===== config.mk =====
export PLATFORM = sky130hd
export DESIGN_NAME = fec_decode_arbiter
export DESIGN_NICKNAME = d
export VERILOG_FILES = /design/src/rtl/fec_decode_arbiter.sv
export SDC_FILE = /design/constraint.sdc
export NUM_CORES = 1
export LEC_CHECK = 0
export ABC_AREA = 0
export CAP_MARGIN = 20
export CORE_ASPECT_RATIO = 0.75
export CORE_MARGIN = 2
export CORE_UTILIZATION = 41
export DETAILED_ROUTE_END_ITERATION = 10
export PLACE_DENSITY = 0.86
export SLEW_MARGIN = 15
export SYNTH_ARGS = -nofsm -noshare
export SYNTH_HDL_FRONTEND = slang
export SYNTH_SLANG_ARGS = --single-unit

===== constraint.sdc =====
create_clock -name clk -period 4.15 [get_ports clk]
set_input_delay 0.83 -clock clk [delete_from_list [all_inputs] [get_ports clk]]
set_output_delay 0.83 -clock clk [all_outputs]
set_load 0.05 [all_outputs]

===== src/rtl/fec_decode_arbiter.sv =====
// ============================================================================
// Module  : fec_decode_arbiter
// Desc    : Round-robin sharing of one SECDED decoder between N_REQ lanes.
//           Optional WAIT abort on silent decoder: define FEC_ARB_TIMEOUT_EN.
// Rev     : 1.0  initial release
// ============================================================================
`default_nettype none

module fec_decode_arbiter #(
    parameter int N_REQ   = 4,
    parameter int TIMEOUT = 15
) (
    input  logic                 clk,
    input  logic                 rst_n,
    input  logic                 en,
    input  logic [N_REQ-1:0]     req,
    input  logic [16*N_REQ-1:0]  data_in,
    output logic [N_REQ-1:0]     ack,
    output logic [7:0]           data_out,
    output logic                 rsp_timeout,
    output logic                 busy,
    output logic                 dec_en,
    output logic                 dec_req,
    output logic [15:0]          dec_data,
    input  logic                 dec_ack,
    input  logic [7:0]           dec_data_out
);

    localparam int IDX_W = (N_REQ > 1) ? $clog2(N_REQ) : 1;

    generate
        if (N_REQ < 2 || N_REQ > 8 || TIMEOUT < 1) begin : g_bad_params
            $error("fec_decode_arbiter: N_REQ must be 2..8 and TIMEOUT >= 1");
        end
    endgenerate

    typedef enum logic [1:0] {
        S_IDLE  = 2'd0,
        S_ISSUE = 2'd1,
        S_WAIT  = 2'd2,
        S_RESP  = 2'd3
    } state_t;

    state_t             r_state, w_state_nx;
    logic [IDX_W-1:0]   r_ptr, w_ptr_nx;
    logic [IDX_W-1:0]   r_grant, w_grant_nx;
    logic [15:0]        r_dec_data, w_dec_data_nx;
    logic               r_dec_en, w_dec_en_nx;
    logic               r_dec_req, w_dec_req_nx;
    logic [N_REQ-1:0]   r_ack, w_ack_nx;
    logic [7:0]         r_data_out, w_data_out_nx;
    logic               r_busy;
    logic               w_timeout_nx;
    logic               w_abort;

    // Round-robin pick: first request above the pointer, else lowest overall.
    logic               w_hi_found, w_lo_found;
    logic [IDX_W-1:0]   w_hi, w_lo, w_sel;
    logic [15:0]        w_sel_word;

    always_comb begin
        w_hi_found = 1'b0;
        w_lo_found = 1'b0;
        w_hi       = '0;
        w_lo       = '0;
        for (int i = N_REQ - 1; i >= 0; i--) begin
            if (req[i]) begin
                w_lo_found = 1'b1;
                w_lo       = IDX_W'(i);
                if (IDX_W'(i) > r_ptr) begin
                    w_hi_found = 1'b1;
                    w_hi       = IDX_W'(i);
                end
            end
        end
        w_sel      = w_hi_found ? w_hi : w_lo;
        w_sel_word = '0;
        for (int i = 0; i < N_REQ; i++) begin
            if (w_sel == IDX_W'(i)) begin
                w_sel_word = data_in[16*i +: 16];
            end
        end
    end

`ifdef FEC_ARB_TIMEOUT_EN
    localparam int CNT_W = $clog2(TIMEOUT + 1);

    logic [CNT_W-1:0] r_wait_cnt;
    logic             r_rsp_timeout;

    assign w_abort = (r_wait_cnt == CNT_W'(TIMEOUT - 1));

    always_ff @(posedge clk or negedge rst_n) begin
        if (!rst_n) begin
            r_wait_cnt    <= '0;
            r_rsp_timeout <= 1'b0;
        end else begin
            if (r_state == S_ISSUE) begin
                r_wait_cnt <= '0;
            end else if (r_state == S_WAIT) begin
                r_wait_cnt <= r_wait_cnt + CNT_W'(1);
            end
            r_rsp_timeout <= w_timeout_nx;
        end
    end

    assign rsp_timeout = r_rsp_timeout;
`else
    assign w_abort     = 1'b0;
    assign rsp_timeout = 1'b0;
`endif

    always_comb begin
        w_state_nx    = r_state;
        w_ptr_nx      = r_ptr;
        w_grant_nx    = r_grant;
        w_dec_data_nx = r_dec_data;
        w_dec_en_nx   = 1'b0;
        w_dec_req_nx  = 1'b0;
        w_ack_nx      = '0;
        w_data_out_nx = '0;
        w_timeout_nx  = 1'b0;
        case (r_state)
            S_IDLE: begin
                if (en && w_lo_found) begin
                    w_state_nx    = S_ISSUE;
                    w_grant_nx    = w_sel;
                    w_dec_data_nx = w_sel_word;
                    w_dec_en_nx   = 1'b1;
                    w_dec_req_nx  = 1'b1;
                end
            end
            S_ISSUE: begin
                w_state_nx   = S_WAIT;
                w_dec_en_nx  = 1'b1;
                w_dec_req_nx = 1'b1;
            end
            S_WAIT: begin
                w_dec_en_nx  = 1'b1;
                w_dec_req_nx = 1'b1;
                if (dec_ack || w_abort) begin
                    w_state_nx    = S_RESP;
                    w_ptr_nx      = r_grant;
                    w_dec_en_nx   = 1'b0;
                    w_dec_req_nx  = 1'b0;
                    w_data_out_nx = dec_ack ? dec_data_out : 8'h00;
                    w_timeout_nx  = ~dec_ack;
                    for (int i = 0; i < N_REQ; i++) begin
                        w_ack_nx[i] = (r_grant == IDX_W'(i));
                    end
                end
            end
            S_RESP: begin
                w_state_nx = S_IDLE;
            end
            default: begin
                w_state_nx = S_IDLE;
            end
        endcase
    end

    always_ff @(posedge clk or negedge rst_n) begin
        if (!rst_n) begin
            r_state    <= S_IDLE;
            r_ptr      <= IDX_W'(N_REQ - 1);
            r_grant    <= '0;
            r_dec_data <= '0;
            r_dec_en   <= 1'b0;
            r_dec_req  <= 1'b0;
            r_ack      <= '0;
            r_data_out <= '0;
            r_busy     <= 1'b0;
        end else begin
            r_state    <= w_state_nx;
            r_ptr      <= w_ptr_nx;
            r_grant    <= w_grant_nx;
            r_dec_data <= w_dec_data_nx;
            r_dec_en   <= w_dec_en_nx;
            r_dec_req  <= w_dec_req_nx;
            r_ack      <= w_ack_nx;
            r_data_out <= w_data_out_nx;
            r_busy     <= (w_state_nx != S_IDLE);
        end
    end

    assign ack      = r_ack;
    assign data_out = r_data_out;
    assign busy     = r_busy;
    assign dec_en   = r_dec_en;
    assign dec_req  = r_dec_req;
    assign dec_data = r_dec_data;

endmodule

`default_nettype wire

[Word-level counts from Yosys, hierarchy flattened]
Cells that the tools add are included.
Operators by class
  order comparisons: 4
  equality and inequality tests: 9
  muxes and demuxes: 39
  reduce and logical (&&, ||, !) cells: 7
Operator list (number)
  2-to-1 mux 16 bit: 4
  2-to-1 mux 2 bit: 15
  2-to-1 mux 8 bit: 2
  2-to-1 mux 1 bit: 14
  == test 2 bit (second input constant): 6
  2-to-1 mux 4 bit: 2
  one-hot mux 2 bit (4 select lines): 1
  == test 2 x 1 -> 1 bit (second input constant): 3
  zero test 2 bit: 3
  greater-than comparator 1 x 2 -> 1 bit (first input constant): 2
  greater-than comparator 2 bit (first input constant): 2
  AND reduction 2 bit: 2
  one-hot mux 1 bit (3 select lines): 1
  nonzero test 2 bit: 1
  logical AND 1 bit: 1
Word-level totals
  flip-flop bits (word level): 36
  word-level logic and storage cells: 67

[Longest topological paths before layout]
Gate-level depths: netlist of the first run.
  word-level depth: 15
  mapped depth: 8
  depth with buffers taken out: 6

[Least setup slack after synthesis of the first run]
No wires, ideal clock.
  path kind: in2reg
  start: input req[1]
  end: register r_dec_data[5] (netlist: dec_data[5])
  data arrival time: 1.910 ns
  path slack: 2.104 ns
  stages on the path: 7
  path buffers: 2
  path through: or3b_1 o221a_2 buf_6 buf_6 a31o_2 a21oi_2 o31ai_2
On the way
  longest elaborated chain between the ends: 9
RTL lines
  start: declaration: line 16  | input logic [N_REQ-1:0] req,
  2-to-1 mux 2 bit / 2-to-1 mux 1 bit (equally long branches): line 67  | if (req[i]) begin
  2-to-1 mux 2 bit / 2-to-1 mux 1 bit (equally long branches): line 70  | if (IDX_W'(i) > r_ptr) begin
  2-to-1 mux 2 bit / 2-to-1 mux 1 bit (equally long branches): line 67
  2-to-1 mux 2 bit: line 76  | w_sel = w_hi_found ? w_hi : w_lo;
  zero test 2 bit: line 79  | if (w_sel == IDX_W'(i)) begin
  2-to-1 mux 16 bit (4 in a row): line 79
  end signal: assignment: line 177  | r_dec_data <= w_dec_data_nx;
  end: declaration: line 47  | logic [15:0] r_dec_data, w_dec_data_nx;
Parallel ways exist; a longest one is shown, timed or not.
A chain may end at the register's enable or synchronous reset.

[Final worst setup path of the first run]
  start: input req[1]
  end: register r_dec_data[10] (netlist: dec_data[10])
Same word-level chain as after synthesis.

==> results.sh, run 1 <==
export IMPL_drt_iter0_markers=79
export IMPL_grt_start_max_net_pins=37
export IMPL_wl_per_cell_um=16.1
export IMPL_p_sw_w=0.000987
export IMPL_cts_root_buffer="clkbuf_8"
export IMPL_yosys_area_top_type="dfrtp_1"
export IMPL_peakVddDrop_uv=417
export IMPL_fp_dieArea_sq_mm=0.00535
export IMPL_cts_buffers=5
export IMPL_grt_use_met1_pct=29.1
export IMPL_ctsHoldBuffers=0
export IMPL_seqPwrFrac_pct=27.6
export IMPL_vias=1941
export IMPL_max_freq_mhz=364
export IMPL_cp_required_ps=4380
export IMPL_synth_top_cell_area_share_pct=43.5
export IMPL_clk_latency_ps=290
export IMPL_rows=21
export IMPL_grt_busiest_layer="met2"
export IMPL_ys_async_sr_fraction_pct=100
export IMPL_rsz0062_at_grt="no"
export IMPL_antenna_found_initial=0
export IMPL_cts_resized=0
export IMPL_finalNonFillerCells=358
export IMPL_routed_wl_um=5760
export IMPL_overflow=0
export IMPL_start_kind="primary input"
export IMPL_start_util_pct=43.3
export IMPL_cts_tree="built"
export IMPL_hold_class="reg2reg"
export IMPL_tns_ps=0
export IMPL_finClkSkew_ps=3.98
export IMPL_cellPowerDensity_mw_per_mm2=674
export IMPL_place_gp_congestion=0.762
export IMPL_clock_path_buffers=2
export IMPL_use_met2_pct=35.6
export IMPL_period_needed_ps=2750
export IMPL_synthTopCellsByArea="dfrtp_1, o22ai_1, a21oi_1"
export IMPL_final_cell_mix="clkdlybuf4s50_1, dfrtp_1, nand2_1, a21oi_1, o22ai_1"
export IMPL_finalSetupViolations=0
export IMPL_path_clk_slew_ps=70
export IMPL_chipWidth_um=83.8
export IMPL_die_h_um=63.8
export IMPL_synth_cells=196
export IMPL_rrSetupSlack_ps=2000
export IMPL_critPathKind="in2reg"
export IMPL_finalHoldViolCount=0
export IMPL_grt_pass1_wl_um=9320
export IMPL_ys_seq_area_share_pct=46.2
export IMPL_p_leak_nw=1.33
export IMPL_relSlewSlack_pct=44.9
export IMPL_critPathMaxFanout=19
export IMPL_firstDrtPassIters=4
export IMPL_areaGrowthSynthToFinish_pct=60.7
export IMPL_ys_flop_type="dfrtp_1"
export IMPL_postRouteAntennaNets=0
export IMPL_avgSynthCellArea_sq_um=9.98
export IMPL_num_io_pins=112
export IMPL_grt_pass1_vias=1918
export IMPL_port_buffers=110
export IMPL_synth_distinct_cells=39
export IMPL_fillers=364
export IMPL_vias_per_cell=5.42
export IMPL_hpwl_um=4260
export IMPL_synth_edf_count=0
export IMPL_dp_cells=350
export IMPL_synth_area_sq_mm=0.00196
export IMPL_outcome="finished clean"
export IMPL_tightest_slew_ps=826
export IMPL_clkPwrFrac_pct=14.3
export IMPL_drc=0
export IMPL_cts_sinks=36
export IMPL_cts_max_level=2
export IMPL_nNetsFinal=385
export IMPL_diodes=0
export IMPL_p_comb_share_pct=58.1
export IMPL_crit_arrival_ps=2980
export IMPL_critical_path_endpoint_type="flop"
export IMPL_postCtsSetupBuffers=0
export IMPL_syn_num_nets=281
export IMPL_core_area_sq_mm=0.00452
export IMPL_ys_warn_count=0
export IMPL_grt_total_usage_pct=22.0
export IMPL_ys_ff_latch=36
export IMPL_drive_above_1_share_pct=11.3
export IMPL_switching_share_pct=46.6
export IMPL_power_internal_w=0.00113
export IMPL_final_common_cell="clkdlybuf4s50_1"
export IMPL_drv_slew=0
export IMPL_period_share_pct=66.2
export IMPL_grt_met3_usage_pct=6.72
export IMPL_drv_cap=0
through the flow:
step                setup slack [ps]  util, %  total power (W)  hold slack (ps)  cell area [sq um]
finish                          1400     69.6          0.00212              478               3150
floorplan                       2100        -          0.00144              447               1960
global placement                1210     67.1          0.00179              459               3030
global route                    1280     69.6          0.00225              497               3150
CTS                             1440     69.6          0.00213              482               3150
detailed placement              1140     67.1          0.00182              466               3030
layout make-up:
cell class / count / area (sq um) / area share, %
inverter: 8 / 30.0 / 0.955
clock inverter: 3 / 42.5 / 1.35
multi-input combinational: 137 / 918 / 29.2
tap: 57 / 71.3 / 2.27
timing repair buffer: 112 / 1110 / 35.3
sequential: 36 / 903 / 28.7
clock buffer: 5 / 68.8 / 2.19
cells in the mapped netlist (2+ instances only):
master / count
dfrtp_1: 34
nand2_1: 23
a21oi_1: 19
o22ai_1: 16
o31ai_1: 12
a31o_2: 8
and3_1: 8
inv_1: 8
a31o_1: 7
o21ai_0: 7
ha_1: 5
buf_4: 4
buf_6: 4
clkbuf_1: 4
nor2_1: 4
buf_2: 3
nand3_1: 3
o31ai_2: 3
dfstp_2: 2
nor2b_1: 2
nor3_1: 2
worst max-delay path: stages:
cell	delay, ps
clkdlybuf4s50_1	500
o41a_1	500
nand2_1	510
buf_4	350
nand2_1	80
o21ai_0	70
o31a_1	140
registers in the layout (all words and copies together), names as in the netlist:
signal / count
dec_data: 16
data_out: 8
ack: 4
r_grant: 2
r_ptr: 2
r_state: 2
busy: 1
dec_req: 1
cell families after synthesis:
family	after synthesis	synth area share, %
and+or+nand+nor	47	11.6
muxes	2	1.09
adders and majority gates	5	3.20
other	1	0.192
buffers and inverters	23	6.90
AOI/OAI and AO/OA	81	30.4
DFF	36	46.2
xor gates and xnor gates	1	0.448
routing by layer:
| layer | vias to the layer above | share of wire (%) |
|---|---|---|
| met3 | 4 | 8.5 |
| met2 | 94 | 46 |
| met5 | - | 0 |
| met1 | 914 | 45 |
| li1 | 929 | - |
| met4 | 0 | 0.75 |
final timing paths:
kind | startpoint | endpoint | cells after the start
worst max register to register | r_ptr[0] | dec_data[9] | 5
min in group asynchronous | rst_n | r_state[1] | 1
worst min-delay path | dec_data[8] | dec_data[8] | 2
worst min register to register | dec_data[8] | dec_data[8] | 2
worst max-delay path | req[1] | dec_data[10] | 7
max in group asynchronous | rst_n | ack[0] | 1
power groups by stage:
stage,logic (W),registers (W),clock network (W)
finish,0.00123,0.000584,0.000304
global route,0.00131,0.000600,0.000332
CTS,0.00124,0.000582,0.000315
detailed placement,0.00123,0.000587,0
global placement,0.00121,0.000580,0
floorplan,0.000521,0.000919,0
Note: power is estimated with default switching activity, not from simulation.
==> run 2: changes to the inputs <==
Settings changed: CORE_UTILIZATION 41 to 35, PLACE_DENSITY 0.86 to 0.78.
Clock period 4.15 ns to 2.5 ns, I/O delays scaled along.
==> results.sh, run 2 (synthesized netlist as in run 1, its figures left out) <==
export IMPL_outcome="finished clean"
export IMPL_diodes=0
export IMPL_wl_per_cell_um=15.5
export IMPL_finalSetupViolations=0
export IMPL_tns_ps=0
export IMPL_port_buffers=110
export IMPL_vias_per_cell=5.16
export IMPL_p_leak_nw=1.36
export IMPL_cpPeakStageDelay_ps=510
export IMPL_critPathKind="in2reg"
export IMPL_ctsHoldBuffers=0
export IMPL_cpMaxStageDelayCell="clkdlybuf4s50_1"
export IMPL_rsz0062_at_grt="no"
export IMPL_finalHoldViolCount=0
export IMPL_cts_root_buffer="clkbuf_8"
export IMPL_grt_start_max_net_pins=37
export IMPL_critPathMaxFanout=18
export IMPL_firstDrtPassIters=4
export IMPL_rows=23
export IMPL_vias=1967
export IMPL_routed_wl_um=5910
export IMPL_areaGrowthSynthToFinish_pct=64.5
export IMPL_crit_arrival_ps=2270
export IMPL_cp_required_ps=2680
export IMPL_finClkSkew_ps=7.83
export IMPL_max_freq_mhz=478
export IMPL_drv_cap=0
export IMPL_die_h_um=68.8
export IMPL_drc=0
export IMPL_tightest_slew_ps=820
export IMPL_hold_ws_ps=303
export IMPL_relSlewSlack_pct=45.3
export IMPL_grt_total_usage_pct=18.4
export IMPL_cellPowerDensity_mw_per_mm2=1100
export IMPL_peakVddDrop_uv=498
export IMPL_drive_above_1_share_pct=12.7
export IMPL_overflow=0
export IMPL_hold_class="in2async"
export IMPL_final_cell_mix="clkdlybuf4s50_1, dfrtp_1, nand2_1, a21oi_1, o22ai_1"
export IMPL_hpwl_um=4500
export IMPL_grt_pass1_vias=1795
export IMPL_path_clk_slew_ps=80
export IMPL_start_util_pct=36.4
export IMPL_core_area_sq_mm=0.00538
export IMPL_chipWidth_um=90.3
export IMPL_cts_sinks=36
export IMPL_drv_slew=0
export IMPL_cp_cell_sequence="clkdlybuf4s50_1, nor2b_1, o21ai_4, nand2_2, a21oi_1, o31ai_2"
export IMPL_period_needed_ps=2090
export IMPL_fp_dieArea_sq_mm=0.00621
export IMPL_postCtsSetupBuffers=0
export IMPL_final_common_cell="clkdlybuf4s50_1"
export IMPL_place_gp_congestion=0.758
export IMPL_cts_tree="built"
export IMPL_grt_pass1_wl_um=8940
export IMPL_period_share_pct=83.7
export IMPL_num_io_pins=112
export IMPL_cts_resized=0
export IMPL_cts_buffers=5
export IMPL_cts_max_level=2
export IMPL_postRouteAntennaNets=0
export IMPL_critical_path_endpoint_type="flop"
export IMPL_start_kind="primary input"
export IMPL_largest_register_ffs=16
export IMPL_antenna_found_initial=0
export IMPL_clk_latency_ps=290
export IMPL_drt_iter0_markers=86
export IMPL_clock_path_buffers=2
export IMPL_nNetsFinal=390
==> run 2: changes by cell type in the layout (fill, tap and decap cells not counted) <==
cell	previous run	this run
buf_12	0	1
buf_4	2	6
==> run 2: area by class of cell <==
| class | instances | area [sq um] |
|---|---|---|
| Clock inverter | 3 | 42.5 |
| Sequential cell | 36 | 903 |
| Tap cell | 75 | 93.8 |
| Multi-Input combinational cell | 137 | 918 |
| Inverter | 8 | 30.0 |
| Timing Repair Buffer | 117 | 1160 |
| Clock buffer | 5 | 68.8 |
| Fill cell | 464 | 2160 |
==> run 2: where the power goes <==
part	total (W)	switching [W]	internal [W]
combinational	0.00206	0.00126	0.000806
sequential	0.000962	0.000150	0.000813
clock	0.000511	0.000216	0.000295
==> run 2: critical path: cells and delay by family <==
family | cells | cell delay, ps
simple gates | 2 | 510
compound gates | 3 | 740
buf+inv | 1 | 510
==> run 2: path summary, 6_finish.rpt <==
path / from / end / slack [ps] / depth (start not counted)
min in group clk: dec_data[7] / dec_data[7] / 480 / 2
hold / removal: rst_n / dec_data[5] / 300 / 1
hold reg to reg: dec_data[7] / dec_data[7] / 480 / 2
max in group asynchronous: rst_n / dec_req / 1680 / 1
setup reg to reg: r_ptr[0] / dec_data[1] / 510 / 5
setup / recovery: req[1] / dec_data[1] / 410 / 6
==> run 2: layer usage <==
metal  global-route usage [%]  wire [um]
met5                        0          0
met4                     3.46         34
met3                     5.22        471
met2                     31.0       2720
met1                     24.2       2680
==> run 2: stage by stage <==
step	total power (W)	util, %	area, sq um	std cells	setup slack (ps)
global placement	0.00300	57.7	3110	373	125
floorplan	0.00239	-	1960	196	724
finish	0.00353	59.8	3220	381	408
global route	0.00375	59.8	3220	381	210
CTS	0.00356	59.8	3220	381	385
detailed placement	0.00304	57.7	3110	373	78.0
